==> src/rtl/instr_fetch_stage.sv <==
`default_nettype none
// +----------------------------------------------------------------------+
// | Module      : instr_fetch_stage                                      |
// | Description : Pipeline front end. Holds the PC, drives the memory    |
// |               address, and registers the fetched word for the        |
// |               decoder through a valid/ready handshake.               |
// | Revision    : 1.0  initial release                                   |
// +----------------------------------------------------------------------+
module instr_fetch_stage #(
  parameter int                ADDR_W   = 8,
  parameter logic [ADDR_W-1:0] RESET_PC = '0,
  parameter int                PC_STEP  = 4
) (
  input  logic              CLK,
  input  logic              Reset_n,
  input  logic              Run,
  input  logic              BranchTaken,
  input  logic [ADDR_W-1:0] BranchTarget,
  output logic [ADDR_W-1:0] A,
  input  logic [31:0]       RD,
  output logic [31:0]       Instr,
  output logic [ADDR_W-1:0] InstrPC,
  output logic [ADDR_W-1:0] PCPlus8,
  output logic              InstrValid,
  input  logic              InstrReady,
  output logic              AlignErr
);

  localparam logic [ADDR_W-1:0] c_step  = ADDR_W'(PC_STEP);
  localparam logic [ADDR_W-1:0] c_eight = ADDR_W'(8);

  logic [ADDR_W-1:0] r_pc;
  logic [31:0]       r_instr;
  logic [ADDR_W-1:0] r_instr_pc;
  logic              r_valid;
  logic              r_align_err;

  logic              w_load;
  logic              w_fire;
  logic [ADDR_W-1:0] w_target;

  // A new word may be captured when fetching is enabled and the output slot is free or being emptied.
  always_comb begin
    w_load   = Run & (~r_valid | InstrReady);
    w_fire   = r_valid & InstrReady;
    w_target = {BranchTarget[ADDR_W-1:2], 2'b00};
  end

  // PC, fetch/decode register and status: redirect beats fetch beats drain; otherwise hold (stall).
  always_ff @(posedge CLK or negedge Reset_n) begin
    if (!Reset_n) begin
      r_pc        <= RESET_PC;
      r_instr     <= 32'h0;
      r_instr_pc  <= '0;
      r_valid     <= 1'b0;
      r_align_err <= 1'b0;
    end else begin
      r_align_err <= BranchTaken & (|BranchTarget[1:0]);
      if (BranchTaken) begin
        // Flush the held word; Instr/InstrPC keep stale contents qualified by valid.
        r_pc    <= w_target;
        r_valid <= 1'b0;
      end else if (w_load) begin
        r_instr    <= RD;
        r_instr_pc <= r_pc;
        r_valid    <= 1'b1;
        r_pc       <= r_pc + c_step;
      end else if (w_fire) begin
        r_valid <= 1'b0;
      end
    end
  end

  // Outputs: address is the live PC, PCPlus8 is the architectural PC-read value.
  always_comb begin
    A          = r_pc;
    Instr      = r_instr;
    InstrPC    = r_instr_pc;
    PCPlus8    = r_instr_pc + c_eight;
    InstrValid = r_valid;
    AlignErr   = r_align_err;
  end

endmodule
`default_nettype wire
==> config.mk <==
export PLATFORM = sky130hd
export DESIGN_NAME = instr_fetch_stage
export DESIGN_NICKNAME = d
export VERILOG_FILES = /design/src/rtl/instr_fetch_stage.sv
export SDC_FILE = /design/constraint.sdc
export NUM_CORES = 1
export LEC_CHECK = 0
export CORE_ASPECT_RATIO = 1.25
export CORE_MARGIN = 2
export CORE_UTILIZATION = 45
export CTS_BUF_LIST = sky130_fd_sc_hd__clkbuf_8
export DETAILED_ROUTE_END_ITERATION = 6
export GPL_TIMING_DRIVEN = 1
export HOLD_SLACK_MARGIN = 0.03
export PLACE_DENSITY = 0.88
export SLEW_MARGIN = 25
export SYNTH_ARGS = -nofsm -noshare
export SYNTH_HDL_FRONTEND = slang
export SYNTH_SLANG_ARGS = --single-unit
==> constraint.sdc <==
create_clock -name CLK -period 4.8 [get_ports CLK]
set_clock_uncertainty 0.1 [all_clocks]
set_input_delay 0.48 -clock CLK [delete_from_list [all_inputs] [get_ports CLK]]
set_output_delay 0.48 -clock CLK [all_outputs]
set_load 0.05 [all_outputs]
# Word level (Yosys, flattened, before mapping)
# Index checks and enable logic that the tools add are counted.
[word_totals]
mem_bits_ro = 0
word_cells = 22
ramBits = 0
register_bits = 50
inputBits = 45
latchBits = 0
mem_count = 0
out_inout_bits = 58
[op_classes]
add_sub_neg = 2
order_cmp = 0
n_eq_ne = 0
n_shift = 0
n_div = 0
n_mux = 5
n_mul = 0
bitwise = 6
reduce_logical = 4
[op_table]
columns = ["op", "count"]
rows = [
  ["2-to-1 mux 8 bit", 2],
  ["adder 8 x 3 -> 8 bit (second input constant)", 1],
  ["adder 8 x 4 -> 8 bit (second input constant)", 1],
  ["bitwise AND 1 bit", 3],
  ["2-to-1 mux 1 bit", 3],
  ["nonzero test 3 bit", 1],
  ["inverter 1 bit", 2],
  ["AND reduction 2 bit", 1],
  ["nonzero test 2 bit", 1],
  ["OR reduction 2 bit", 1],
  ["bitwise OR 1 bit", 1],
]

# Longest topological paths before layout
[logic_depth]
depth_word = 5
mapped_depth = 6
mapped_depth_nobuf = 4

# Least setup slack after synthesis
# OpenSTA, ideal clock, no wires.
[synth_path]
path_kind = "flip-flop to output port"
startpoint = "register r_instr_pc[3] (netlist: InstrPC[3])"
endpoint = "output PCPlus8[7]"
arrival_time_ns = 1.860
setup_slack_ns = 2.360
path_buffers = 0
stages_incl_launch_ff = 4
t_required_ns = 4.220
path_cell_list = "dfrtp_1 -> ha_1 -> nand3_1 -> xnor2_1"
[synth_between]
elab_chain_cells = 1
[synth_lines]
columns = ["element", "line", "rtl"]
rows = [
  ["start, declared", "34", "logic [ADDR_W-1:0] r_instr_pc;"],
  ["start signal, assigned", "65", "r_instr_pc <= r_pc;"],
  ["adder 8 x 4 -> 8 bit", "79", "PCPlus8 = r_instr_pc + c_eight;"],
  ["end, declared", "23", "output logic [ADDR_W-1:0] PCPlus8,"],
]
# Every way passes these cells.

# Worst setup path after layout
# Same ends and word-level chain as after synthesis.

==> results by group <==
Outcome
  • Outcome: finished clean

Routing
  • Routed vias: 1478
  • Post-DRT Antenna Nets: 0
  • Residual DRC: 0
  • Wire per inst: 14.9 um
  • Number of vias per cell: 4.94
  • 1st-pass router iterations: 4
  • DR iter-0 viols: 80
  • DRT Wirelength: 4.45 mm

Final layout
  • Fin nets: 288
  • Finished Cell Area: 3120 um2
  • Area delta synth->final: 50.2%
  • ANT cells: 0
  • Layout cells sized above 1: 21.2%

Worst setup path
  • Critical path's top delay family: buffers and inverters
  • FF-to-FF setup slack: 2.98 ns
  • Slowest CP cell: clkdlybuf4s50_1
  • CP max FO: 5
  • CP bufs+invs: 1
  • Crit end category: primary output
  • Slowest Stage Delay on Critical Path: 0.82 ns
  • Crit path DAT: 2.04 ns
  • Worst Path Required: 4.22 ns
  • Critical Path Start Type: register
  • Setup CP Type: reg2out
  • Critical path, cell by cell: ha_1, nand3_1, xnor2_1, clkdlybuf4s50_1

STA
  • Final min period: 2.62 ns
  • Peak Freq: 381 MHz
  • Slew HR: 61.3%
  • Fin. Hold Viols: 0
  • RSZ-0062 raised after global routing: no
  • Setup TNS: 0 ns
  • Final Cycle Share: 54.6%
  • Final setup violation count: 0
  • Slew Limit Fails: 0
  • Worst slew pin tran: 0.581 ns

Place
  • Gpl congestion: 0.790
  • Port Buffers: 96
  • Dpl cell area: 3010 um2
  • Hpwl dp: 3.26 mm

Clock network
  • Clock latency on the worst-skew pair: 0.29 ns
  • CTS Buf Count: 5
  • Reg clk slew, reported paths: 0.08 ns
  • CTS tree: done
  • Buffer count from post-CTS setup fixing: 0
  • Clock sink count: 46
  • Post-CTS Hold Buffers: 0
  • Clock Root Buffer: clkbuf_8
  • Htree depth: 2
  • Clock buffer depth: 2
  • # resized after CTS: 0

Floorplanning
  • Row Count: 27
  • Die ar.: 5180 um2
  • Die height: 80.0 um
  • Die Width: 64.8 um
  • IO Pins: 103
  • Starting Density: 47.0%
  • Core ar.: 4430 um2

GRT
  • GRT Total Usage: 18.0%
  • Overflow after GRT: 0
  • Pin count of the biggest net entering global routing: 47
  • Initial antenna violation count: 0
  • First-pass GRT wire length: 7.03 mm
  • Vias in the first global route: 1436

Yosys
  • Synth Cell Area: 2080 um2
  • Area leader, netlist: dfrtp_1
  • Top cells by area, synth: dfrtp_1 55%, mux2_4 14%, mux2_2 9.8%
  • Post-Syn Area per Cell: 14.3 um2
  • Ys Warns: 0
  • Synth unique cells: 28
  • Post-synth top area share: 55.4%
  • Gate Count Post-Synth: 145
  • Post-synthesis sequential area ratio: 55.4%
  • Flops & latches, synth: 46

Hold path
  • Worst hold-check path type: in2async

Pwr
  • Max VDD drop: 0.271 mV
  • PD cells: 458 nW/um2
  • Total power draw: 1.43 mW
  • Leakage power: 1.32 nW

Flow run
  • MaxCap Viol Count: 0
[placed cells by master (no fill, tap or decap)]
master           netlist  layout
clkdlybuf4s50_1        0      95
dfrtp_1               46      46
mux2_4                20      20
mux2_2                18      18
nor2_1                 7       7
conb_1                 1       6
clkbuf_8               0       6
nand3_1                5       5
nand2_1                5       5
a31oi_1                4       4
inv_1                  3       3
o311ai_0               3       3
xnor2_1                2       2
o31ai_1                2       2
or4_1                  2       2
nand4_1                2       2
o21ai_0                2       2
ha_1                   2       2
buf_4                  8       2
xor2_1                 1       1
inv_2                  1       1
nor2b_4                1       1
nor3_4                 1       1
nand2b_1               1       1
or2_2                  1       1
or3_1                  1       1
a21oi_1                1       1
bufinv_16              0       1
[state kept, by name, summed over array words and instances, names as in the netlist]
| signal | cells |
|---|---|
| AlignErr | 1 |
| A | 6 |
| InstrValid | 1 |
| InstrPC | 6 |
| Instr | 32 |
[cell families after synthesis]
logic type	Yosys count	synth area share [%]
xor+xnor	3	1.26
simple gates	26	7.04
mux	38	24.2
flops	46	55.4
compound gates	12	3.91
buf+inv	17	6.80
other cells	1	0.180
fa+ha+maj	2	1.20
[routing by layer]
| metal | part of all wire [%] | global-route usage (%) | up-vias | wire length (um) |
|---|---|---|---|---|
| met1 | 41 | 22.5 | 715 | 1820 |
| met2 | 50 | 29.8 | 66 | 2230 |
| met5 | 0 | 0 | - | 0 |
| li1 | - | - | 689 | - |
| met3 | 7.2 | 4.80 | 8 | 321 |
| met4 | 1.8 | 6.60 | 0 | 80 |
[worst register-to-register path: cells and delay by family (launching register included)]
kind | cells | cell delay (ns)
buffers and inverters | 1 | 0.51
flip-flops | 1 | 0.41
multiplexers | 1 | 0.41
AND/OR/NAND/NOR | 2 | 0.27
[metrics by stage]
stage / util (%) / cells / hold WS [ns] / worst slack, ns
global route: 70.5 / 299 / 0.117 / 2.09
finish: 70.5 / 299 / 0.0738 / 2.18
CTS: 70.5 / 299 / 0.278 / 2.16
global placement: 67.9 / 292 / 0.390 / 2.35
detailed placement: 67.9 / 292 / 0.393 / 2.31
floorplan: - / 150 / 0.0844 / 2.36
[cell usage after synthesis, drive strengths merged]
library cell  count
nor2              7
clkbuf            1
nand2b            1
o311ai            3
ha                2
nand4             2
conb              1
mux2             38
nor2b             1
nor3              1
or4               2
xnor2             2
a31oi             4
o31ai             2
dfrtp            46
a21oi             1
inv               4
or2               1
or3               1
o21ai             2
buf              12
nand3             5
xor2              1
nand2             5
[final cells by class]
cell class / instances / area (um2)
timing repair buffer: 97 / 966
fill: 319 / 1300
sequential: 46 / 1150
tap: 58 / 72.6
inverter: 4 / 15.0
clock inverter: 1 / 30.0
clock buffer: 6 / 82.6
multi-input combinational: 87 / 805
[power breakdown]
part	leakage, nW	internal (mW)	switching, mW
Clock	0.0573	0.167	0.122
Combinational	0.724	0.247	0.397
Sequential	0.541	0.451	0.0468
Total	1.32	0.864	0.566
[path summary, 6_finish.rpt]
check	cells after the start	end	start
min in group CLK	1	Instr[28]	Instr[28]
setup reg to reg	4	Instr[14]	InstrValid
hold reg to reg	1	Instr[28]	Instr[28]
setup / recovery	4	PCPlus8[7]	InstrPC[3]
max in group asynchronous	1	Instr[3]	Reset_n
hold / removal	1	Instr[18]	Reset_n
Power figures use the tool's default switching activity.
